$ cat src/rtl/vga_scanout.sv
// -----------------------------------------------------------------------------
// vga_scanout
//
// Purpose
//   VGA raster transmitter. A registered divide-by-two of I_50MHZ_CLK gives
//   the pixel clock vga_25clk. Every I_50MHZ_CLK edge on which vga_25clk is
//   high is a pixel tick, and vga_25clk falls on that same edge. All raster
//   state moves only on ticks, so every output is stable at posedge vga_25clk.
//
//   The design is a two-stage pipeline:
//     stage 0 : horizontal/vertical counters, driven directly onto
//               O_PIX_X/O_PIX_Y as the pixel request to the framebuffer.
//     stage 1 : on each tick, registers colour, syncs, display_data and
//               draw_finish for the (h,v) that stage 0 held before the tick.
//   The framebuffer therefore has two I_50MHZ_CLK cycles to answer a request.
//
// Ports
//   I_50MHZ_CLK   in   1   system clock, the only clock
//   I_RESET       in   1   asynchronous, active-high reset
//   O_PIX_X       out  10  column being requested (h counter)
//   O_PIX_Y       out  10  row being requested (v counter)
//   I_PIX_RGB     in   3   {R,G,B} for (O_PIX_X,O_PIX_Y), valid before next tick
//   O_RED/GREEN/BLUE out 1 colour, 0 outside the visible area
//   O_HSYNC       out  1   horizontal sync, SYNC_POL while asserted
//   O_VSYNC       out  1   vertical sync, SYNC_POL while asserted
//   display_data  out  1   the pixel on the output stage is visible
//   draw_finish   out  1   one-tick pulse right after the last visible pixel
//   vga_25clk     out  1   pixel clock, I_50MHZ_CLK / 2, registered
//   O_FRAME_CNT   out  16  completed-frame counter, wraps 65535 -> 0
// -----------------------------------------------------------------------------
module vga_scanout #(
  parameter int   H_ACTIVE = 640,
  parameter int   H_FP     = 16,
  parameter int   H_SYNC   = 96,
  parameter int   H_BP     = 48,
  parameter int   V_ACTIVE = 480,
  parameter int   V_FP     = 10,
  parameter int   V_SYNC   = 2,
  parameter int   V_BP     = 33,
  parameter logic SYNC_POL = 1'b0
) (
  input  logic        I_50MHZ_CLK,
  input  logic        I_RESET,
  output logic [9:0]  O_PIX_X,
  output logic [9:0]  O_PIX_Y,
  input  logic [2:0]  I_PIX_RGB,
  output logic        O_RED,
  output logic        O_GREEN,
  output logic        O_BLUE,
  output logic        O_HSYNC,
  output logic        O_VSYNC,
  output logic        display_data,
  output logic        draw_finish,
  output logic        vga_25clk,
  output logic [15:0] O_FRAME_CNT
);

  // Raster geometry, sized to the 10-bit counters.
  localparam logic [9:0] L_H_ACTIVE   = 10'(H_ACTIVE);
  localparam logic [9:0] L_H_LAST     = 10'(H_ACTIVE + H_FP + H_SYNC + H_BP - 1);
  localparam logic [9:0] L_HS_START   = 10'(H_ACTIVE + H_FP);
  localparam logic [9:0] L_HS_END     = 10'(H_ACTIVE + H_FP + H_SYNC);
  localparam logic [9:0] L_V_ACTIVE   = 10'(V_ACTIVE);
  localparam logic [9:0] L_V_LAST     = 10'(V_ACTIVE + V_FP + V_SYNC + V_BP - 1);
  localparam logic [9:0] L_VS_START   = 10'(V_ACTIVE + V_FP);
  localparam logic [9:0] L_VS_END     = 10'(V_ACTIVE + V_FP + V_SYNC);
  localparam logic [9:0] L_V_LAST_VIS = 10'(V_ACTIVE - 1);

  // ---------------------------------------------------------------------------
  // Pixel clock and tick
  // ---------------------------------------------------------------------------
  logic r_clk25;
  logic w_tick;

  // NOTE: sequential state uses non-blocking assignments so every register
  // samples the pre-edge values of the others, independent of block order.
  always_ff @(posedge I_50MHZ_CLK or posedge I_RESET) begin
    if (I_RESET) r_clk25 <= 1'b0;
    else         r_clk25 <= ~r_clk25;
  end

  // The tick is the edge on which vga_25clk falls, leaving a full pixel
  // clock high phase later for downstream logic clocked on posedge vga_25clk.
  assign w_tick = r_clk25;

  // ---------------------------------------------------------------------------
  // Stage 0: raster counters
  // ---------------------------------------------------------------------------
  logic [9:0] r_h;
  logic [9:0] r_v;
  logic       w_h_wrap;
  logic       w_v_wrap;

  assign w_h_wrap = (r_h == L_H_LAST);
  assign w_v_wrap = (r_v == L_V_LAST);

  always_ff @(posedge I_50MHZ_CLK or posedge I_RESET) begin
    if (I_RESET) begin
      r_h <= '0;
      r_v <= '0;
    end else if (w_tick) begin
      if (w_h_wrap) begin
        r_h <= '0;
        r_v <= w_v_wrap ? '0 : r_v + 10'd1;
      end else begin
        r_h <= r_h + 10'd1;
      end
    end
  end

  // ---------------------------------------------------------------------------
  // Stage 1: decode of the current (h,v), registered on the tick
  // ---------------------------------------------------------------------------
  logic w_active;
  logic w_hsync_on;
  logic w_vsync_on;
  logic w_frame_end;

  assign w_active    = (r_h < L_H_ACTIVE) && (r_v < L_V_ACTIVE);
  assign w_hsync_on  = (r_h >= L_HS_START) && (r_h < L_HS_END);
  assign w_vsync_on  = (r_v >= L_VS_START) && (r_v < L_VS_END);
  // First position after the last visible pixel of the frame.
  assign w_frame_end = (r_h == L_H_ACTIVE) && (r_v == L_V_LAST_VIS);

  logic [2:0]  r_rgb;
  logic        r_hsync;
  logic        r_vsync;
  logic        r_display;
  logic        r_draw_finish;
  logic [15:0] r_frame_cnt;

  always_ff @(posedge I_50MHZ_CLK or posedge I_RESET) begin
    if (I_RESET) begin
      r_rgb         <= '0;
      r_hsync       <= ~SYNC_POL;
      r_vsync       <= ~SYNC_POL;
      r_display     <= 1'b0;
      r_draw_finish <= 1'b0;
      r_frame_cnt   <= '0;
    end else if (w_tick) begin
      // NOTE: the colour is gated by a mux whose select is always known, so
      // an undriven framebuffer bus during blanking never reaches the pins.
      r_rgb         <= w_active ? I_PIX_RGB : 3'b000;
      r_hsync       <= w_hsync_on ? SYNC_POL : ~SYNC_POL;
      r_vsync       <= w_vsync_on ? SYNC_POL : ~SYNC_POL;
      r_display     <= w_active;
      r_draw_finish <= w_frame_end;
      if (w_frame_end) r_frame_cnt <= r_frame_cnt + 16'd1;
    end
  end

  // ---------------------------------------------------------------------------
  // Outputs
  // ---------------------------------------------------------------------------
  assign vga_25clk    = r_clk25;
  assign O_PIX_X      = r_h;
  assign O_PIX_Y      = r_v;
  assign O_RED        = r_rgb[2];
  assign O_GREEN      = r_rgb[1];
  assign O_BLUE       = r_rgb[0];
  assign O_HSYNC      = r_hsync;
  assign O_VSYNC      = r_vsync;
  assign display_data = r_display;
  assign draw_finish  = r_draw_finish;
  assign O_FRAME_CNT  = r_frame_cnt;

endmodule

$ cat config.mk
export PLATFORM = sky130hd
export DESIGN_NAME = vga_scanout
export DESIGN_NICKNAME = d
export VERILOG_FILES = /design/src/rtl/vga_scanout.sv
export SDC_FILE = /design/constraint.sdc
export NUM_CORES = 1
export LEC_CHECK = 0
export ABC_CLOCK_PERIOD_IN_PS = 3500
export BUFFER_PORTS_ARGS = -buffer_cell sky130_fd_sc_hd__buf_2
export CAP_MARGIN = 0
export CORE_MARGIN = 2
export CORE_UTILIZATION = 45
export CTS_BUF_LIST = sky130_fd_sc_hd__clkbuf_8
export DETAILED_ROUTE_END_ITERATION = 10
export PLACE_DENSITY = 0.73
export SLEW_MARGIN = 10
export SYNTH_ARGS = -nofsm -noshare
export SYNTH_HDL_FRONTEND = slang
export SYNTH_SLANG_ARGS = --single-unit
$ cat constraint.sdc
create_clock -name I_50MHZ_CLK -period 3.5 [get_ports I_50MHZ_CLK]
set_input_delay 0.175 -clock I_50MHZ_CLK [delete_from_list [all_inputs] [get_ports I_50MHZ_CLK]]
set_output_delay 0.175 -clock I_50MHZ_CLK [all_outputs]
set_load 0.05 [all_outputs]
=== Word-level counts from Yosys, hierarchy flattened ===
Cells that the tools add are included.

* Reductions and logical operators: 6
* Div/mod/pow operators: 0
* Shift-type cells: 0
* Add/subtract/negate cells: 3
* Magnitude comparators: 6
* Bitwise operators: 1
* Multipliers: 0
* Eq/ne operators: 4
* Mux-type cells: 5

{| class="wikitable"
|+ Operator list
! cell !! number
|-
| == test 10 bit (second input constant) || 3
|-
| adder 10 x 1 -> 10 bit (second input constant) || 2
|-
| < comparator 10 bit (second input constant) || 2
|-
| < comparator 10 x 9 -> 1 bit (second input constant) || 2
|-
| 2-to-1 mux 10 bit || 2
|-
| adder 16 x 1 -> 16 bit (second input constant) || 1
|-
| == test 10 x 9 -> 1 bit (second input constant) || 1
|-
| greater-or-equal comparator 10 bit (second input constant) || 1
|-
| greater-or-equal comparator 10 x 9 -> 1 bit (second input constant) || 1
|-
| logical AND 1 bit || 4
|-
| AND reduction 2 bit || 2
|-
| 2-to-1 mux 3 bit || 1
|-
| 2-to-1 mux 1 bit || 2
|-
| inverter 1 bit || 1
|}

* RAM bits: 0
* Latch bits: 0
* Memories kept: 0
* ROM bits: 0
* Bits of input ports: 5
* Logic and storage cells: 34
* Flip-flop bits (word level): 44

=== Longest topological paths before layout ===
Gate-level depths: netlist (run 1).

* Depth in word-level cells: 3
* Depth in mapped cells: 8
* Depth with buffers taken out: 7

=== Worst setup path after synthesis (run 1) ===
Ideal clock, no wire load.

* Path type: register to register
* Start: register r_h[0] (netlist: O_PIX_X[0])
* End: register r_v[7] (netlist: O_PIX_Y[7])
* Slack: 1.257 ns
* Clock period less this slack: 2.243 ns
* Library setup time: 0.145 ns
* Arrival: 2.098 ns
* Cell stages (with the launch flop): 7
* Required time: 3.355 ns
* Buffers on the path: 0
* Path through: dfrtp_1 -> ha_1 -> nand4_1 -> nor4_4 -> and4_2 -> nand3_1 -> xnor2_1

* Cells in the longest elaborated chain, start to end: 2

{| class="wikitable"
|+ RTL lines
! element !! RTL line !! text
|-
| start, declared || 89 || <nowiki>logic [9:0] r_h;</nowiki>
|-
| start signal, assigned || 106 || <nowiki>r_h <= r_h + 10'd1;</nowiki>
|-
| == test 10 bit || 94 || <nowiki>assign w_h_wrap = (r_h == L_H_LAST);</nowiki>
|-
| AND reduction 2 bit (no line) || n/a ||
|-
| end signal, assigned || 104 || <nowiki>r_v <= w_v_wrap ? '0 : r_v + 10'd1;</nowiki>
|-
| end, declared || 90 || <nowiki>logic [9:0] r_v;</nowiki>
|}

Every way passes these cells.
A chain may end at the register's enable or synchronous reset.

=== Final worst setup path (run 1) ===
* Start: register r_clk25 (netlist: vga_25clk)
* End: register r_v[7] (netlist: O_PIX_Y[7])

* Cells in the longest elaborated chain, start to end: 1

{| class="wikitable"
|+ RTL lines
! element !! RTL line !! text
|-
| start, declared || 72 || <nowiki>logic r_clk25;</nowiki>
|-
| start signal, assigned || 79 || <nowiki>else r_clk25 <= ~r_clk25;</nowiki>
|-
| AND reduction 2 bit (no line) || n/a ||
|}

Every way passes these cells.

==> impl_metrics.tcl, run 1 <==
set metrics [dict create \
    die_y_um 72.85 \
    power.share.sequential_pct 53.6 \
    drt_iter0_drc 123 \
    use_met2_pct 27.58 \
    clockBufferDepth 2 \
    fmax_ghz 0.4582 \
    rrSetupSlack_ns 1.32 \
    p_total_uw 953.2 \
    num_vias 1636 \
    numCtsBuffers 5 \
    ys_warn_count 0 \
    antenna_cells 0 \
    path_clk_slew_ns 0.08 \
    holdWs_ns 0.005009 \
    die_w_um 72.85 \
    worstPathRequired_ns 3.68 \
    grt_max_degree 45 \
    grt-busiest-layer "met2" \
    gp_congestion 0.8023 \
    synth_top_area_share_pct 49.27 \
    io_pins 49 \
    final_util_pct 54.82 \
    cts_root_buf "clkbuf_8" \
    cts_setup_buffers 0 \
    async_reset_ff_share_pct 100.0 \
    skew_ns 0.002602 \
    synth_area_leaders "dfrtp_1 49%, xnor2_1 7.4%, nand4_1 4.7%" \
    drive_gt1_share_pct 27.20 \
    synth-seq-cells 44 \
    fillers 431 \
    htree_levels 2 \
    fin_tns_setup_ns 0 \
    p_switching_uw 187.0 \
    drc_errors 0 \
    overflow 0 \
    grt_use_met3_pct 4.420 \
    firstDrtPassIters 4 \
    switching_share_pct 19.62 \
    cts_tree "built" \
    globalRouteMet1Util_pct 23.90 \
    vdd_drop_max_mv 0.1896 \
    grt_pass1_vias 1494 \
    syn-num-nets 207 \
    postRouteAntennaNets 0 \
    core_um2 4661 \
    regArea_um2 1104 \
    worstMarginPinSlew_ns 0.5806 \
    ctsResizeCount 0 \
    worstPathArrival_ns 2.36 \
    reg2reg_from "vga_25clk$_DFF_PP0_" \
    ys_seq_area_share_pct 51.73 \
    setup_viol 0 \
    comb_power_share_pct 2.3 \
    multi_input_area_um2 972.2 \
    p_clk_share_pct 44.1 \
    dp_hpwl_um 3043 \
    period_share_pct 62.36 \
    power.leakage_uw 0.001325 \
    clock_latency_ns 0.29 \
    status "completed" \
    start_util_pct 45.77 \
    synth_common_cells "42 x dfrtp_1, 20 x nand2_1, 18 x xnor2_1" \
    grt_use_total_pct 17.45 \
    hold_viol 0 \
    drv_slew 0 \
    fin_nets 259 \
    rr_worst_depth 6 \
    hp-class "input port to asynchronous set/reset pin" \
    syn_inst 197 \
    intPower_uw 766.2 \
    die_area_um2 5307 \
    fin_crit_ns 2.183 \
    power_density_nw_per_um2 373.1 \
    r2r-end "O_PIX_Y[7]$_DFFE_PP0P_" \
    syn_avg_cell_area_um2 10.83 \
    slew_headroom_pct 61.08 \
    grt_pass1_wl_um 7182 \
    rsz0062_at_grt "false" \
    wl_per_cell_um 14.12 \
    synth_largest_area_cell "dfrtp_1" \
    drt-total-wl_um 4291 \
    synth_edf_count 0 \
    area_growth_pct 19.77 \
    yosysMostFrequentCell "dfrtp_1" \
    yosys.cell_types.count 39 \
    cp-start-kind "flip-flop" \
    antenna_found_initial 0 \
    cap_violations 0 \
    cts_hold_buf 0 \
    syn_area_um2 2133 \
    num_rows 25 \
    synth-main-ff-cell "dfrtp_1" \
    clkSinkCount 44 \
    portBuffers 48 \
    worst-setup-path-type "flip-flop to flip-flop" \
    cp_max_fo 17 \
    critical_path.endpoint_type "flip-flop" \
    routed_via_density 5.382 \
]
metal layers:
layer	vias up	part of all wire [%]	wire length, um
li1	805	-	-
met1	784	47	2024
met2	43	48	2052
met3	4	4.3	186
met4	0	0.65	28
met5	-	0	0
stage by stage:
step	setup slack (ns)	cells	area (um^2)
2_1_floorplan	1.257	197	2133
3_3_place_gp	1.378	296	2429
3_5_place_dp	1.332	296	2429
4_1_cts	1.314	304	2555
5_1_grt	1.145	304	2555
6_report	1.317	304	2555
worst max path at each step:
stage | from | endpoint | cells past startpoint
2_1_floorplan | O_PIX_X[0]$_DFFE_PP0P_ | O_PIX_Y[7]$_DFFE_PP0P_ | 6
3_3_place_gp | vga_25clk$_DFF_PP0_ | O_PIX_Y[7]$_DFFE_PP0P_ | 6
3_5_place_dp | vga_25clk$_DFF_PP0_ | O_PIX_Y[7]$_DFFE_PP0P_ | 6
4_1_cts | vga_25clk$_DFF_PP0_ | O_PIX_Y[7]$_DFFE_PP0P_ | 6
5_1_grt | vga_25clk$_DFF_PP0_ | O_PIX_Y[7]$_DFFE_PP0P_ | 6
6_report | vga_25clk$_DFF_PP0_ | O_PIX_Y[7]$_DFFE_PP0P_ | 6
layout by cell type (no fill, tap or decap), types with 2 or more instances in the layout:
| master | n |
|---|---|
| xor2_1 | 9 |
| buf_4 | 2 |
| dfrtp_1 | 42 |
| nand2_1 | 20 |
| and4_2 | 2 |
| clkbuf_8 | 7 |
| nand3_1 | 8 |
| nor4_4 | 2 |
| nor4_1 | 2 |
| dfstp_2 | 2 |
| nor2b_1 | 2 |
| a21o_1 | 3 |
| and3_1 | 4 |
| nand4_1 | 16 |
| nor2_1 | 11 |
| a22o_1 | 3 |
| and2_1 | 2 |
| nor3_1 | 6 |
| nand4b_1 | 3 |
| xnor2_1 | 18 |
| inv_1 | 7 |
| buf_2 | 48 |
| ha_1 | 5 |
| o21ai_0 | 9 |
power groups by stage:
stage	registers, uW	logic [uW]	clock network [uW]
after detailed placement	521	23.4	0
final	511	22.4	420
after floorplan	527	8.93	0
after CTS	511	23.4	432
after global placement	521	23.1	0
after global routing	511	25.3	453
worst max-delay path, stage by stage, from the launching register on:
cell	delay, ns
dfrtp_1	0.62
nand4_1	0.37
nor4_4	0.30
buf_4	0.26
and4_2	0.28
nand3_1	0.10
xnor2_1	0.14
layout make-up:
type | count | share of cell area (%)
sequential | 44 | 43.19
multi-input combinational | 140 | 38.05
timing repair buffer | 50 | 9.990
clock buffer | 7 | 3.771
tap | 54 | 2.644
clock inverter | 1 | 1.175
inverter | 8 | 1.175
kinds of logic after synthesis:
group | after synthesis | synth area share, %
XOR/XNOR | 27 | 11.09
AO/OA/AOI/OAI | 21 | 6.569
buffers and inverters | 13 | 2.698
AND/OR/NAND/NOR | 86 | 24.52
multiplexers | 1 | 0.4692
adder cells (fa/ha/maj) | 5 | 2.933
flip-flops | 44 | 51.73
flip-flops by register name, summed over array words and instances, names as in the netlist:
| register | flops |
|---|---|
| O_PIX_X | 10 |
| O_PIX_Y | 10 |
| vga_25clk | 1 |
| O_VSYNC | 1 |
| O_FRAME_CNT | 16 |
| O_HSYNC | 1 |
| draw_finish | 1 |
| display_data | 1 |
| r_rgb | 3 |
(Power assumes the default switching activity.)
==> run 2, diff against run 1 <==
- ABC_AREA: not set -> 1
- ABC_CLOCK_PERIOD_IN_PS: 3500 -> 1810
- PLACE_DENSITY: 0.73 -> 0.74
- clock period: 3.5 -> 1.81 ns (I/O delays scaled with it)
==> impl_metrics.tcl, run 2 <==
set metrics [dict create \
    grt_max_degree 24 \
    yosysMostFrequentCell "nand2_1" \
    synth_common_cells "116 x nand2_1, 45 x nor2_1, 44 x inv_1" \
    slew_headroom_pct 44.32 \
    core_um2 5608 \
    largest_register_ffs 16 \
    final_util_pct 56.16 \
    io_pins 49 \
    syn_inst 368 \
    grt_pass1_vias 2269 \
    drc_errors 0 \
    postRouteAntennaNets 0 \
    mostFrequentLayoutCell "nand2_1" \
    clock_latency_ns 0.30 \
    die_w_um 80.81 \
    numCtsBuffers 5 \
    cpLargestDelayFamily "simple AND/OR/NAND/NOR gates" \
    antenna_cells 0 \
    fmax_ghz 0.6171 \
    routed_via_density 5.070 \
    synth_largest_area_cell "dfrtp_1" \
    antenna_found_initial 0 \
    cts_tree "built" \
    syn_area_um2 2655 \
    die_y_um 80.81 \
    syn-num-nets 378 \
    worstMarginPinSlew_ns 0.8301 \
    ys_warn_count 0 \
    worstPathCellList "ha_1 -> nand2_1 -> nor2_2 -> nand4_2 -> nor2_2 -> buf_4 -> nand3_1 -> o21ai_1" \
    cp_slowest_cell "dfrtp_1" \
    synth_top_area_share_pct 39.59 \
    synth-seq-cells 44 \
    num_rows 27 \
    grt_pass1_wl_um 10310 \
    die_area_um2 6530 \
    drv_slew 0 \
    grt_use_total_pct 20.01 \
    drt_iter0_drc 160 \
    synth-main-ff-cell "dfrtp_1" \
    cp-start-kind "flip-flop" \
    worstPathRequired_ns 2.03 \
    worst-setup-path-type "flip-flop to flip-flop" \
    gp_congestion 0.9205 \
    clockBufferDepth 2 \
    fin_nets 434 \
    worstPathArrival_ns 1.84 \
    overflow 0 \
    setup_viol 0 \
    cts_setup_buffers 0 \
    hold_viol 0 \
    rr_worst_depth 8 \
    rsz0062_at_grt "false" \
    firstDrtPassIters 5 \
    cap_violations 0 \
    vdd_drop_max_mv 0.3907 \
    fillers 530 \
    async_reset_ff_share_pct 100.0 \
    wl_per_cell_um 12.16 \
    cp_num_cells 8 \
    synth_edf_count 0 \
    fin_tns_setup_ns 0 \
    hp-class "input port to asynchronous set/reset pin" \
    drt-total-wl_um 6044 \
    clkSinkCount 44 \
    num_vias 2520 \
    start_util_pct 47.34 \
    crit_path_max_incr_delay_ns 0.41 \
    status "completed" \
    power.leakage_uw 0.001582 \
    syn_avg_cell_area_um2 7.215 \
    portBuffers 48 \
    layout_common_cells "116 x nand2_1, 48 x buf_2, 45 x nor2_1" \
    power_density_nw_per_um2 594.5 \
    fin_crit_ns 1.620 \
    crit_path_frequent_cell "nor2_2" \
    htree_levels 2 \
    ys_seq_area_share_pct 41.56 \
    period_share_pct 89.52 \
    critical_path.endpoint_type "flip-flop" \
    area_growth_pct 18.61 \
    drive_gt1_share_pct 19.76 \
    yosys.cell_types.count 35 \
    worst-path-buf-inv 1 \
    cp_max_fo 9 \
    synth_area_leaders "dfrtp_1 40%, nand2_1 16%, nor2_1 6.4%" \
    dp_hpwl_um 4605 \
    skew_ns 0.008673 \
    path_clk_slew_ns 0.09 \
    cts_root_buf "clkbuf_8" \
]
run 2: cell types whose count changed after synthesis, sizes merged, moves of 4 or more:
cell    before  now
buf          2    7
nand4b       4    0
and3         6    0
nor2        11   53
nand2       20  118
nand3        8   34
inv          8   47
o21ai        9   17
xnor2       18    2
run 2: final timing paths:
check                                             from                          end  slack (ns)
worst max-delay path            O_PIX_X[1]$_DFFE_PP0P_       O_PIX_Y[0]$_DFFE_PP0P_        0.19
worst min-delay path                           I_RESET         r_rgb[1]$_DFFE_PP0P_        0.39
worst max register to register  O_PIX_X[1]$_DFFE_PP0P_       O_PIX_Y[0]$_DFFE_PP0P_        0.19
worst min register to register    r_rgb[2]$_DFFE_PP0P_         r_rgb[2]$_DFFE_PP0P_        0.49
max in group asynchronous                      I_RESET  O_FRAME_CNT[14]$_DFFE_PP0P_        0.88
min in group I_50MHZ_CLK          r_rgb[2]$_DFFE_PP0P_         r_rgb[2]$_DFFE_PP0P_        0.49
run 2: where the power goes:
part	switching [uW]	internal [uW]	total (uW)
logic	36.6	16.7	53.3
registers	1.75	986	987
clock network	344	487	832
run 2: cell families after synthesis:
kind of cell / after synthesis / share of synthesized area (%)
simple gates: 233 / 39.82
flops: 44 / 41.56
xor+xnor: 10 / 3.299
buf+inv: 56 / 8.954
fa+ha+maj: 5 / 2.356
compound gates: 20 / 4.006
run 2: layer usage:
metal  GRT usage [%]  vias to the layer above  wire length (um)
li1                -                     1273                 -
met1           28.45                     1160              2901
met2           32.15                       81              2765
met3           3.333                        6               330
met4           4.407                        0                48
met5               0                        -                 0
run 2: final cells by class:
| class | instances | area [um^2] | area share [%] |
|---|---|---|---|
| clock buffer | 7 | 96.34 | 3.059 |
| clock inverter | 1 | 30.03 | 0.9535 |
| inverter | 47 | 176.4 | 5.602 |
| multi-input combinational | 268 | 1314 | 41.72 |
| sequential | 44 | 1105 | 35.08 |
| tap | 72 | 90.09 | 2.861 |
| timing repair buffer | 58 | 337.8 | 10.73 |
run 2: worst register-to-register path, delay by kind of cell (launching register included):
kind | cells | cell delay, ns
and+or+nand+nor | 5 | 0.61
DFF | 1 | 0.41
adders and majority gates | 1 | 0.23
buffers and inverters | 1 | 0.20
AOI/OAI and AO/OA | 1 | 0.09
run 2: per-stage QoR:
step / cells / hold slack (ns) / instance area (um^2) / setup WS [ns] / power [uW]
3_5_place_dp: 485 / 0.1926 / 2983 / 0.1968 / 1056
6_report: 497 / 0.3872 / 3149 / 0.1896 / 1872
2_1_floorplan: 368 / 0.2001 / 2656 / 0.02670 / 1036
3_3_place_gp: 485 / 0.1952 / 2983 / 0.2376 / 1056
4_1_cts: 497 / 0.4171 / 3149 / 0.1801 / 1889
5_1_grt: 497 / 0.4672 / 3149 / 0.007463 / 1932
run 2: timing repair:
item | CTS | global route
endpoints found under the setup margin | 0 | 0
hold endpoints to repair | 22 | 0
hold buffers | 4 | 0
gates resized for setup | 0 | 0
